--- src/rtl/pwm_multi_if.sv ---
// Control, duty-write and output bundle for pwm_multi.
// Ports: ena/prescale/center/wr_en/wr_ch/wr_duty run controller -> PWM; out/period_start run PWM -> controller.
// The master modport is the controller side and the slave modport is the PWM block.
interface pwm_multi_if #(
    parameter int N          = 4,
    parameter int CHANNELS   = 4,
    parameter int PRESCALE_W = 8
);
    localparam int CH_W = (CHANNELS > 1) ? $clog2(CHANNELS) : 1;

    logic                  ena;
    logic [PRESCALE_W-1:0] prescale;
    logic                  center;
    logic                  wr_en;
    logic [CH_W-1:0]       wr_ch;
    logic [N-1:0]          wr_duty;
    logic [CHANNELS-1:0]   out;
    logic                  period_start;

    modport master (
        output ena, prescale, center, wr_en, wr_ch, wr_duty,
        input  out, period_start
    );

    modport slave (
        input  ena, prescale, center, wr_en, wr_ch, wr_duty,
        output out, period_start
    );
endinterface

--- src/rtl/pwm_multi.sv ---
// Multi-channel PWM: one shared prescaled counter (edge- or center-aligned) with double-buffered per-channel duties.
// Latency: out/period_start are registered one clock after the counter state they reflect; duty writes land in the shadow the same cycle.
// Backpressure: none; writes are always accepted and writes to a channel index past the last channel are dropped.
// Ports: clk, rst (async, active-high); bus (slave modport) carries ena, prescale, center, wr_en/wr_ch/wr_duty, out, period_start.
module pwm_multi #(
    parameter int N          = 4,
    parameter int CHANNELS   = 4,
    parameter int PRESCALE_W = 8
) (
    input  logic       clk,
    input  logic       rst,
    pwm_multi_if.slave bus
);
    localparam int               CH_W    = (CHANNELS > 1) ? $clog2(CHANNELS) : 1;
    localparam logic [CH_W:0]    CH_LIM  = (CH_W + 1)'(CHANNELS);
    localparam logic [N-1:0]     CNT_MAX = '1;

    logic [PRESCALE_W-1:0] presc_q, presc_d;
    logic [N-1:0]          cnt_q, cnt_d;
    logic                  dir_dn_q, dir_dn_d;   // center mode only: 1 while counting down
    logic                  mode_q, mode_d;       // 0 edge-aligned, 1 center-aligned
    logic [N-1:0]          shadow_q [CHANNELS];
    logic [N-1:0]          shadow_d [CHANNELS];
    logic [N-1:0]          active_q [CHANNELS];
    logic [N-1:0]          active_d [CHANNELS];
    logic [CHANNELS-1:0]   out_q, out_d;
    logic                  period_start_q, period_start_d;

    logic tick;
    logic bnd;      // counter is about to return to 0: end of the current period
    logic wr_ok;
    logic reload;   // duties and mode are taken over at a boundary or continuously while disabled

    always_comb begin
        tick   = bus.ena && (presc_q >= bus.prescale);
        bnd    = tick && (mode_q ? (dir_dn_q && (cnt_q == N'(1))) : (cnt_q == CNT_MAX));
        wr_ok  = bus.wr_en && ({1'b0, bus.wr_ch} < CH_LIM);
        reload = bnd || !bus.ena;

        // Shadow is updated first so a write in a reload cycle goes straight into the active duty.
        for (int i = 0; i < CHANNELS; i++) begin
            shadow_d[i] = shadow_q[i];
            if (wr_ok && (bus.wr_ch == CH_W'(i))) begin
                shadow_d[i] = bus.wr_duty;
            end
            active_d[i] = reload ? shadow_d[i] : active_q[i];
            out_d[i]    = bus.ena && (active_q[i] > cnt_q);
        end

        mode_d         = reload ? bus.center : mode_q;
        period_start_d = bnd;

        presc_d  = presc_q;
        cnt_d    = cnt_q;
        dir_dn_d = dir_dn_q;
        if (!bus.ena) begin
            presc_d  = '0;
            cnt_d    = '0;
            dir_dn_d = 1'b0;
        end else if (!tick) begin
            presc_d = presc_q + 1'b1;
        end else begin
            presc_d = '0;
            if (bnd) begin
                // Both modes restart from 0 counting up, so a mode change here is seamless.
                cnt_d    = '0;
                dir_dn_d = 1'b0;
            end else if (!mode_q) begin
                cnt_d = cnt_q + 1'b1;
            end else if (!dir_dn_q) begin
                if (cnt_q == CNT_MAX) begin
                    cnt_d    = cnt_q - 1'b1;
                    dir_dn_d = 1'b1;
                end else begin
                    cnt_d = cnt_q + 1'b1;
                end
            end else begin
                cnt_d = cnt_q - 1'b1;
            end
        end
    end

    always_ff @(posedge clk or posedge rst) begin
        if (rst) begin
            presc_q        <= '0;
            cnt_q          <= '0;
            dir_dn_q       <= 1'b0;
            mode_q         <= 1'b0;
            out_q          <= '0;
            period_start_q <= 1'b0;
            for (int i = 0; i < CHANNELS; i++) begin
                shadow_q[i] <= '0;
                active_q[i] <= '0;
            end
        end else begin
            presc_q        <= presc_d;
            cnt_q          <= cnt_d;
            dir_dn_q       <= dir_dn_d;
            mode_q         <= mode_d;
            out_q          <= out_d;
            period_start_q <= period_start_d;
            shadow_q       <= shadow_d;
            active_q       <= active_d;
        end
    end

    assign bus.out          = out_q;
    assign bus.period_start = period_start_q;
endmodule

--- src/flat_wrapper.sv ---
// flat-port wrapper written by rule: the top's interface ports become plain ports
module pwm_multi_flat 
#(
    parameter int N          = 4,
    parameter int CHANNELS   = 4,
    parameter int PRESCALE_W = 8
)
  (clk, rst, bus_ena, bus_prescale, bus_center, bus_wr_en, bus_wr_ch, bus_wr_duty, bus_out, bus_period_start);
  pwm_multi_if #(.N(N), .CHANNELS(CHANNELS), .PRESCALE_W(PRESCALE_W)) bus_i ();
  input  logic clk;
  input  logic rst;
  input wire logic [$bits(bus_i.ena)-1:0] bus_ena;
  input wire logic [$bits(bus_i.prescale)-1:0] bus_prescale;
  input wire logic [$bits(bus_i.center)-1:0] bus_center;
  input wire logic [$bits(bus_i.wr_en)-1:0] bus_wr_en;
  input wire logic [$bits(bus_i.wr_ch)-1:0] bus_wr_ch;
  input wire logic [$bits(bus_i.wr_duty)-1:0] bus_wr_duty;
  output wire logic [$bits(bus_i.out)-1:0] bus_out;
  output wire logic [$bits(bus_i.period_start)-1:0] bus_period_start;
  assign bus_i.ena = bus_ena;
  assign bus_i.prescale = bus_prescale;
  assign bus_i.center = bus_center;
  assign bus_i.wr_en = bus_wr_en;
  assign bus_i.wr_ch = bus_wr_ch;
  assign bus_i.wr_duty = bus_wr_duty;
  assign bus_out = bus_i.out;
  assign bus_period_start = bus_i.period_start;
  pwm_multi #(.N(N), .CHANNELS(CHANNELS), .PRESCALE_W(PRESCALE_W)) u_core (.clk(clk), .rst(rst), .bus(bus_i));
endmodule
--- config.mk ---
export PLATFORM = sky130hd
export DESIGN_NAME = pwm_multi_flat
export DESIGN_NICKNAME = d
export VERILOG_FILES = /design/src/rtl/pwm_multi_if.sv /design/src/rtl/pwm_multi.sv /design/src/flat_wrapper.sv
export SDC_FILE = /design/constraint.sdc
export NUM_CORES = 1
export LEC_CHECK = 0
export ABC_AREA = 1
export ABC_CLOCK_PERIOD_IN_PS = 4300
export CAP_MARGIN = 5
export CORE_MARGIN = 2
export CORE_UTILIZATION = 45
export CTS_CLUSTER_SIZE = 12
export DETAILED_ROUTE_END_ITERATION = 7
export PLACE_DENSITY = 0.74
export SLEW_MARGIN = 5
export SYNTH_ARGS = -nofsm -noshare
export SYNTH_HDL_FRONTEND = slang
export SYNTH_SLANG_ARGS = --single-unit
export TNS_END_PERCENT = 30
--- constraint.sdc ---
create_clock -name clk -period 4.3 [get_ports clk]
set_clock_uncertainty 0.1 [all_clocks]
set_input_delay 0.86 -clock clk [delete_from_list [all_inputs] [get_ports clk]]
set_output_delay 0.86 -clock clk [all_outputs]
set_load 0.005 [all_outputs]
; Yosys cells after proc, flatten, opt, wreduce, memory -nomap -nowiden
; Index checks and enable logic that the tools add are counted.
[word_totals]
input_bits = 19
rom_bits = 0
memories = 0
mem_bits_rw = 0
output_inout_bits = 5
word_cells = 63
register_bits = 51
latch_bits = 0
[op_classes]
multipliers = 0
n_lt_le_gt_ge = 5
n_div = 0
muxes = 19
shifts = 0
eq_ne = 7
n_bitwise = 0
n_addsub = 3
n_reduce_logical = 15
[ops]
columns = cell, n
row1 = 4-bit 2-to-1 mux, 10
row2 = 4-bit greater-than comparator, 4
row3 = 8-bit 2-to-1 mux, 2
row4 = 1-bit logical AND, 11
row5 = "8-bit by 1-bit adder with 8-bit output, second input constant", 1
row6 = 8-bit greater-or-equal comparator, 1
row7 = 1-bit 2-to-1 mux, 7
row8 = "4-bit by 1-bit adder with 4-bit output, second input constant", 1
row9 = "2-bit == test, second input constant", 2
row10 = "4-bit by 1-bit == test with 1-bit output, second input constant", 1
row11 = "4-bit == test, second input constant", 1
row12 = "4-bit by 1-bit subtractor with 4-bit output, second input constant", 1
row13 = "3-bit by 1-bit != test with 1-bit output, second input constant", 1
row14 = "2-bit by 1-bit == test with 1-bit output, second input constant", 1
row15 = 2-bit logical NOT, 1
row16 = "2-bit by 1-bit != test with 1-bit output, second input constant", 1
row17 = 2-bit AND reduction, 1
row18 = 1-bit logical NOT, 1
row19 = 1-bit logical OR, 1

; Longest topological paths before layout
; Gate-level depths: netlist of the first run.
[depth]
depth_word = 7
ltp_mapped = 14
mapped_depth_nobuf = 13

; Worst setup path before layout of the first run
; OpenSTA, ideal clock, no wires.
[synth_path]
path_kind = input -> register
from = input port bus_prescale[7]
to = register u_core.active_q[10] (netlist bit)
setup_time_ps = 117
cell_stages = 10
t_arrival_ps = 2100
path_slack_ps = 1983
path_buffers = 1
required_time_ps = 4083
path_cell_list = inv_1 ha_1 a21o_1 nor2_1 nand3_2 nand3_4 nand2_8 buf_12 nand2_2 nand2_1
[synth_between]
elab_chain_len = 4
[synth_lines]
columns = item, line_no
row1 = from (decl), flat_wrapper.sv:13  ; input wire logic [$bits(bus_i.prescale)-1:0] bus_prescale;
row2 = 8-bit greater-or-equal comparator, pwm_multi.sv:35  ; tick = bus.ena && (presc_q >= bus.prescale);
row3 = 1-bit logical AND, pwm_multi.sv:35
row4 = 1-bit logical AND, pwm_multi.sv:36  ; bnd = tick && (mode_q ? (dir_dn_q && (cnt_q == N'(1))) : (cnt_q == CNT_MAX));
row5 = 1-bit logical OR, pwm_multi.sv:38  ; reload = bnd || !bus.ena;
row6 = to (signal assigned), pwm_multi.sv:103  ; active_q <= active_d;
row7 = to (decl), pwm_multi.sv:24  ; logic [N-1:0] active_q [CHANNELS];
; Every way passes these cells.
; A chain may end at the register's enable or synchronous reset.

; Worst setup path after layout of the first run
[layout_path]
from = input port bus_prescale[7]
to = register u_core.active_q[3] (netlist bit)
; Same word-level chain as after synthesis.

==> results.md, run 1 <==
- Run status: finished clean
- Cts bufs inserted: 5
- P&R area growth vs syn: 13.6%
- Worst reg2reg startpoint: u_core.cnt_q[0]
- Worst Hold Class: reg -> reg
- Die Wd: 82.4 um
- Slew headroom: 31.0%
- First-pass GRT wire length: 9210 um
- Critical path class: in -> reg
- Mapped Area: about 2800 um2
- Port Buffers: 23
- Hold endpoint: u_core.shadow_q[7]
- Pwr Total: approximately 0.0010 W
- Hold buffers post-CTS: 0
- RSZ-0062 raised after global routing: false
- Post-DP Area: 3050 um2
- Later-pin clock latency in the skew report: 0.29 ns
- Clock buffer depth: 2
- Worst hold start: u_core.shadow_q[7]
- Crit Path Max Fanout: 19
- Post-route ant nets: 0
- Initial antenna violation count: 0
- Cell taking the most area after synthesis: dfrtp_1
- Share of layout cells above drive strength 1: 7.04%
- H-tree depth: 2
- Commonest non-fill, non-tap cell in the layout: nand2_1
- Crit end category: flip-flop
- Die height: 82.4 um
- Avg Synthesized Cell Area: 8.75 um2
- Hold WS: 0.405 ns
- Initial DRC count: 54
- Final Critical Period: around 2.7 ns
- Setup TNS: 0 ns
- Core area: 5920 um2
- # fillers: 570
- CP arrival: 2.76 ns
- R2r setup slk: 2.27 ns
- DRT Wirelength: about 5300 um
- Synth top area share: 46.2%
- Initial core utilization: 46.7%
- Synthesized net count: 363
- Fin. max-slew vios: 0
- Final nets: 388
- CTS resizes: 0
- Vias: a little over 2000
- CP Data Required Time: 4.39 ns
- CP Launch Type: input port
- Cells on worst reg2reg path: 9
- Maxcap violations: 0
- Netlist cell types: 28
- Yosys warns: 0
- Syn Inst Count: roughly 320
- GR Overflow Total: 0
- Routed length per instance: around 13 um
- Via density: 4.99
- # setup viols final: 0
- Ranking of synthesized cells by area: dfrtp_1, ha_1, nand2_1
- GRT Total Usage: 17.7%
- Die Footprint: 6780 um2
- Root Buffer: clkbuf_8
- Final instance area: 3140 um2
- CTS sink cnt: 51
- Seq/Total Area, Yosys: 46.2%
- Worst Tran Pin Value: around 1.0 ns
- Pin count of the biggest net entering global routing: 52
- ANT cells: 0
- CTS tree: done
- Vias in the first global route: 2071
- Top Ports: 24
- Gp weighted congestion: 0.740
- P per Cell Area: 331 nW/um2
- Drt pass-1 iters: 4
- Final design utilization: 53.0%
- Hold depth: 2
- Hold Violations, Final: 0
- Most frequent cells in the layout: nand2_1, dfrtp_1, inv_1, nand3_1, ha_1
- Post-CTS setup buffer count: 0
- #FFs+latches synth: 51
- Lkg Pwr: 1.65 nW
- DP HPWL: 3940 um
- Drt drc: 0
- Peak Freq: 0.375 GHz
- Tcrit/Tclk final: 62.1%
- Row count: 28
- Reg clk slew, reported paths: approximately 0.080 ns
- Reg-to-reg critical path endpoint: u_core.active_q[3]
- Max VDD drop: 0.207 mV
==> flip-flops by register name, indices dropped and copies added (netlist names) <==
register	count
u_core.dir_dn_q	1
u_core.mode_q	1
u_core.shadow_q	16
u_core.bus.out	4
u_core.cnt_q	4
u_core.active_q	16
u_core.presc_q	8
u_core.bus.period_start	1
==> cell families after synthesis <==
| logic type | after synthesis | synth area share [%] |
|---|---|---|
| AND/OR/NAND/NOR | 138 | 23.2 |
| buffers and inverters | 53 | 7.97 |
| XOR/XNOR | 4 | 1.27 |
| flip-flops | 51 | 46.2 |
| AO/OA/AOI/OAI | 42 | 8.74 |
| adder cells (fa/ha/maj) | 28 | 12.7 |
==> power by group <==
group          internal [W]  leakage, nW  total [W]  switching (W)
registers          0.000538        0.660   0.000566      0.0000281
clock network      0.000126       0.0470   0.000269       0.000143
logic             0.0000925        0.943   0.000204       0.000112
==> metal layers <==
metal  global-route usage, %  vias up  routed length (um)
li1                        -     1071                   -
met1                    21.1      973                2380
met2                    32.8       27                2660
met3                    2.93        4                 162
met4                    4.50        0                  42
met5                       0        -                   0
==> how the worst max path moves through the flow <==
stage                     cells after the start                  end             from  slack [ns]
after floorplan                              10  u_core.active_q[10]  bus_prescale[7]        1.98
after global placement                       10   u_core.active_q[8]  bus_prescale[7]        1.36
after detailed placement                     10   u_core.active_q[7]  bus_prescale[7]        1.33
after CTS                                    10   u_core.active_q[7]  bus_prescale[7]        1.65
after global routing                         10   u_core.active_q[7]  bus_prescale[7]        1.51
final                                        10   u_core.active_q[3]  bus_prescale[7]        1.63
==> metrics by stage <==
step,cells,worst slack (ns)
floorplan,316,1.98
global placement,409,1.36
detailed placement,409,1.33
CTS,416,1.65
global route,416,1.51
finish,416,1.63
==> worst max-delay path, cell delays in order <==
cell and delay, ns:
clkdlybuf4s50_1 0.45, inv_1 0.04, ha_1 0.29, a21o_1 0.17
nor2_1 0.16, nand3_2 0.19, nand3_4 0.25, nand2_8 0.17
nand2_1 0.11, nand2_1 0.05
==> layout make-up <==
type                            instances  area [um2]  area share [%]
Sequential cell                        51        1280            40.7
Multi-Input combinational cell        212        1270            40.4
Timing Repair Buffer                   24         238            7.57
Inverter                               47         176            5.62
Tap cell                               75        93.8            2.99
Clock buffer                            6        82.6            2.63
Clock inverter                          1        5.00           0.159
==> cells in the mapped netlist <==
cell       number
nand2_1        70
dfrtp_1        51
inv_1          46
nand3_1        29
ha_1           28
o21ai_0        25
nor2_1         15
a21oi_1        11
nand2_2         9
nor3_1          6
nand4_1         4
xor2_1          4
a221oi_1        2
clkbuf_1        2
a21o_1          1
and3_1          1
buf_1           1
buf_12          1
buf_2           1
buf_4           1
inv_2           1
nand2_8         1
nand3_2         1
nand3_4         1
nor2_4          1
o22ai_4         1
o2bb2ai_1       1
o31ai_1         1
Power figures use the tool's default switching activity.
==> run 2: changes to the inputs <==
- ABC_CLOCK_PERIOD_IN_PS: 4300 -> 2450
- PLACE_DENSITY: 0.74 -> 0.76
- clock period: 4.3 -> 2.45 ns (I/O delays scaled with it)
==> results.md, run 2 (same netlist as run 1, synthesis figures left out) <==
- CP bufs+invs: 2
- CP Data Required Time: roughly 2.6 ns
- RSZ-0062 raised after global routing: false
- Vias in the first global route: 2187
- Reg clk slew, reported paths: 0.09 ns
- CTS resizes: 0
- Combinational power share: 19.9%
- Fin. max-slew vios: 0
- Row count: 28
- Post-route ant nets: 0
- Max VDD drop: 0.419 mV
- Via density: 5.07
- Hold buffers post-CTS: 0
- Top Ports: 24
- Post-CTS setup buffer count: 0
- Tcrit/Tclk final: 85.5%
- ANT cells: 0
- Worst Tran Pin Value: a little over 0.5 ns
- Most frequent cells in the layout: nand2_1, dfrtp_1, inv_1, nand3_1, ha_1
- GRT Total Usage: 18.3%
- Final Critical Period: 2.09 ns
- Port Buffers: 23
- Hold WS: 0.397 ns
- Final instance area: 3210 um2
- Pin count of the biggest net entering global routing: 33
- Cells on worst reg2reg path: 9
- DRT Wirelength: 5490 um
- DP HPWL: a little over 4000 um
- GR Overflow Total: 0
- Sw power: 0.000554 W
- Die height: 82.4 um
- Root Buffer: clkbuf_8
- CTS tree: done
- Ordered cell list for the critical path: clkdlybuf4s50_1 -> inv_1 -> ha_1 -> a21o_1 -> nor2_1 -> nand3_2 -> nand3_4 -> nand2_8 -> nand2_1 -> nand2_1
- Hold Violations, Final: 0
- Switching Fraction: 29.5%
- Die Footprint: ~6800 um2
- Vias: 2138
- Clk pwr share: 27.2%
- Crit Path Max Fanout: 19
- Routed length per instance: 13.0 um
- First-pass GRT wire length: ~9500 um
- Die Wd: roughly 82 um
- Internal power: 0.00133 W
- Later-pin clock latency in the skew report: 0.31 ns
- Final design utilization: 54.2%
- H-tree depth: 2
- Cts bufs inserted: 5
- Initial antenna violation count: 0
- Drt drc: 0
- Worst Hold Class: reg -> reg
- P&R area growth vs syn: 16.2%
- Post-DP Area: 3110 um2
- Commonest non-fill, non-tap cell in the layout: nand2_1
- CP Depth: 10
- # setup viols final: 0
- Worst path max stage delay: 0.45 ns
- Core area: 5920 um2
- CTS sink cnt: 51
- Slew headroom: 65.8%
- Drt pass-1 iters: 4
- Initial core utilization: ~47%
- Share of layout cells above drive strength 1: 8.65%
- P per Cell Area: around 590 nW/um2
- Lkg Pwr: 1.69 nW
- Delay-heaviest family, CP: simple AND/OR/NAND/NOR gates
- CP Launch Type: input port
- Initial DRC count: 99
- Largest registers: u_core.active_q (16), u_core.shadow_q (16), u_core.presc_q (8)
- Peak Freq: 0.478 GHz
- Crit end category: flip-flop
- Run status: finished clean
- Critical path class: in -> reg
- Flop pwr share: 52.9%
- Maxcap violations: 0
- Crit-path most repeated cell: nand2_1
- Setup TNS: 0 ns
- Clock buffer depth: 2
- CP arrival: between 2 and 2.5 ns
- Final nets: 393
- Slowest-stage cell, CP: clkdlybuf4s50_1
- Hold depth: 1
- Gp weighted congestion: about 0.77
[run 2: final timing paths]
| path | end | from | slack [ns] |
|---|---|---|---|
| min | u_core.presc_q[0] | u_core.presc_q[0] | 0.40 |
| max reg2reg | u_core.active_q[10] | u_core.cnt_q[0] | 0.53 |
| max in group asynchronous | u_core.active_q[8] | rst | 1.32 |
| min reg2reg | u_core.presc_q[0] | u_core.presc_q[0] | 0.40 |
| min in group asynchronous | u_core.bus.out[3] | rst | 0.41 |
| max | u_core.active_q[11] | bus_prescale[7] | 0.36 |
[run 2: cell type report]
class / instances / area, um2
clock buffer: 5 / 68.8
clock inverter: 3 / 27.5
fill: 528 / 2710
inverter: 47 / 176
multi-input combinational: 212 / 1270
sequential: 51 / 1280
tap: 75 / 93.8
timing repair buffer: 29 / 300
[run 2: power by group through the flow]
stage	registers, W	logic (W)	clock network [W]
after floorplan	0.000999	0.000246	0
after global placement	0.00101	0.000353	0
after detailed placement	0.00101	0.000375	0
after CTS	0.000994	0.000380	0.000527
after global routing	0.00101	0.000437	0.000560
final	0.000994	0.000374	0.000511
[run 2: metal layers]
layer	up-vias	GRT usage, %	part of all wire, %
met5	-	0	0
met1	1003	21.0	45
li1	1089	-	-
met4	0	6.67	1.7
met3	13	2.83	3.0
met2	33	34.2	50
[run 2: metrics by stage]
step | total power [W] | instances | setup WS (ns)
after floorplan | 0.00125 | 316 | 0.503
after global placement | 0.00136 | 414 | 0.0777
after detailed placement | 0.00139 | 414 | 0.0368
after CTS | 0.00190 | 422 | 0.363
after global routing | 0.00200 | 422 | 0.229
final | 0.00188 | 422 | 0.356
==> run 3: changes to the inputs <==
- CORE_UTILIZATION: 45 -> 36
- PLACE_DENSITY: 0.76 -> 0.65
==> results.md, run 3 (same netlist as run 1, synthesis figures left out) <==
- Run status: finished clean
- Combinational power share: just under 20%
- Flop pwr share: 52.5%
- CP Depth: 8
- Row count: 31
- Later-pin clock latency in the skew report: 0.30 ns
- Port Buffers: 23
- Pin count of the biggest net entering global routing: 30
- Final Critical Period: 2.16 ns
- GR Overflow Total: 0
- Number of non-filler instances in the completed layout: 448
- Cts bufs inserted: 5
- Hold Violations, Final: 0
- Post-route ant nets: 0
- Most frequent cells in the layout: nand2_1, dfrtp_1, inv_1, nand3_1, ha_1
- Drt drc: 0
- Maxcap violations: 0
- Fin. max-slew vios: 0
- Clk pwr share: 28.1%
- Critical path class: in -> reg
- CTS resizes: 0
- GRT Total Usage: 14.0%
- Gp weighted congestion: approximately 0.77
- Reg-to-reg critical path endpoint: u_core.active_q[14]
- Pre-CTS WS: -0.0185 ns
- Hold buffers post-CTS: 0
- Commonest non-fill, non-tap cell in the layout: nand2_1
- Worst Tran Pin Value: 0.522 ns
- Vias: around 2100
- Max VDD drop: 0.386 mV
- Initial DRC count: 83
- Crit path capture: u_core.presc_q[5]
- P per Cell Area: 582 nW/um2
- Post-CTS setup buffer count: 0
- CTS tree: done
- Die height: between 90 and 100 um
- Switching Fraction: 27.6%
- Placed Instances: 440
- CP startpoint: bus_prescale[7]
- Peak Freq: 0.463 GHz
- Reg clk slew, reported paths: 0.09 ns
- Post-route setup slack: 0.292 ns
- P&R area growth vs syn: 17.6%
- Cells on worst reg2reg path: 9
- Top Ports: 24
- Via density: 4.65
- Die Footprint: 8390 um2
- Initial antenna violation count: 0
- Initial core utilization: 37.7%
- Worst Hold Class: reg -> reg
- Share of layout cells above drive strength 1: under 10%
- Root Buffer: clkbuf_8
- Clock buffer depth: 2
- Worst reg2reg startpoint: u_core.cnt_q[0]
- CP Data Required Time: 2.58 ns
- Largest registers: u_core.active_q (16), u_core.shadow_q (16), u_core.presc_q (8)
- DRT Wirelength: 5330 um
- Delay-heaviest family, CP: buffers and inverters
- Core area: 7330 um2
- Drt pass-1 iters: 4
- DP HPWL: between 3000 and 4000 um
- CTS sink cnt: 51
- CP arrival: around 2.3 ns
- Slew headroom: 65.2%
- Slowest-stage cell, CP: clkdlybuf4s50_1
- # setup viols final: 0
- First-pass GRT wire length: 9490 um
- Setup TNS: 0 ns
- Crit Path Max Fanout: 7
- ANT cells: 0
- Crit end category: flip-flop
- Vias in the first global route: 2029
- Tcrit/Tclk final: between 80% and 90%
- Die Wd: 91.6 um
- H-tree depth: 2
- CP Launch Type: input port
- Sw power: 0.000522 W
- Routed length per instance: 11.9 um
- Internal power: 0.00137 W
- Final nets: around 400
- CP bufs+invs: 3
- Ordered cell list for the critical path: clkdlybuf4s50_1 -> inv_1 -> ha_1 -> a21o_1 -> nor2_1 -> nand4_1 -> buf_4 -> nor3_1
- Worst path max stage delay: 0.46 ns
- RSZ-0062 raised after global routing: false
- Hold WS: 0.404 ns
- R2r setup slk: 0.54 ns
- Lkg Pwr: 1.69 nW
run 3: layout make-up:
| type | count | area (um2) |
|---|---|---|
| clock buffer | 7 | 96.3 |
| clock inverter | 1 | 7.51 |
| fill | 707 | 4080 |
| inverter | 47 | 176 |
| multi-input combinational | 212 | 1270 |
| sequential | 51 | 1280 |
| tap | 99 | 124 |
| timing repair buffer | 31 | 303 |
run 3: routing by layer:
layer	routed length, um	global-route usage [%]	share of wire [%]	vias up
met3	200	2.55	3.7	5
met5	0	0	0	-
met4	49	3.41	0.92	0
met2	2530	23.7	48	45
li1	-	-	-	1090
met1	2550	18.6	48	942
run 3: worst min-delay path by stage:
stage | startpoint | cells after the start | endpoint
floorplan | u_core.presc_q[0] | 1 | u_core.presc_q[0]
global placement | u_core.shadow_q[14] | 2 | u_core.shadow_q[14]
detailed placement | u_core.presc_q[0] | 1 | u_core.presc_q[0]
CTS | u_core.presc_q[0] | 1 | u_core.presc_q[0]
global route | u_core.presc_q[0] | 1 | u_core.presc_q[0]
finish | u_core.presc_q[0] | 1 | u_core.presc_q[0]
run 3: metrics by stage:
stage / instance area [um2] / power (W) / utilization [%]
after floorplan: 2760 / 0.00125 / -
after global placement: 3150 / 0.00136 / 42.9
after detailed placement: 3150 / 0.00138 / 42.9
after CTS: 3250 / 0.00191 / 44.3
after global routing: 3250 / 0.00202 / 44.3
final: 3250 / 0.00189 / 44.3
run 3: power by group through the flow:
stage          clock network (W)  registers, W  logic [W]
2_1_floorplan                  0      0.000999   0.000246
3_3_place_gp                   0       0.00101   0.000354
3_5_place_dp                   0       0.00101   0.000368
4_1_cts                 0.000544      0.000993   0.000372
5_1_grt                 0.000579       0.00101   0.000436
6_report                0.000533      0.000993   0.000366
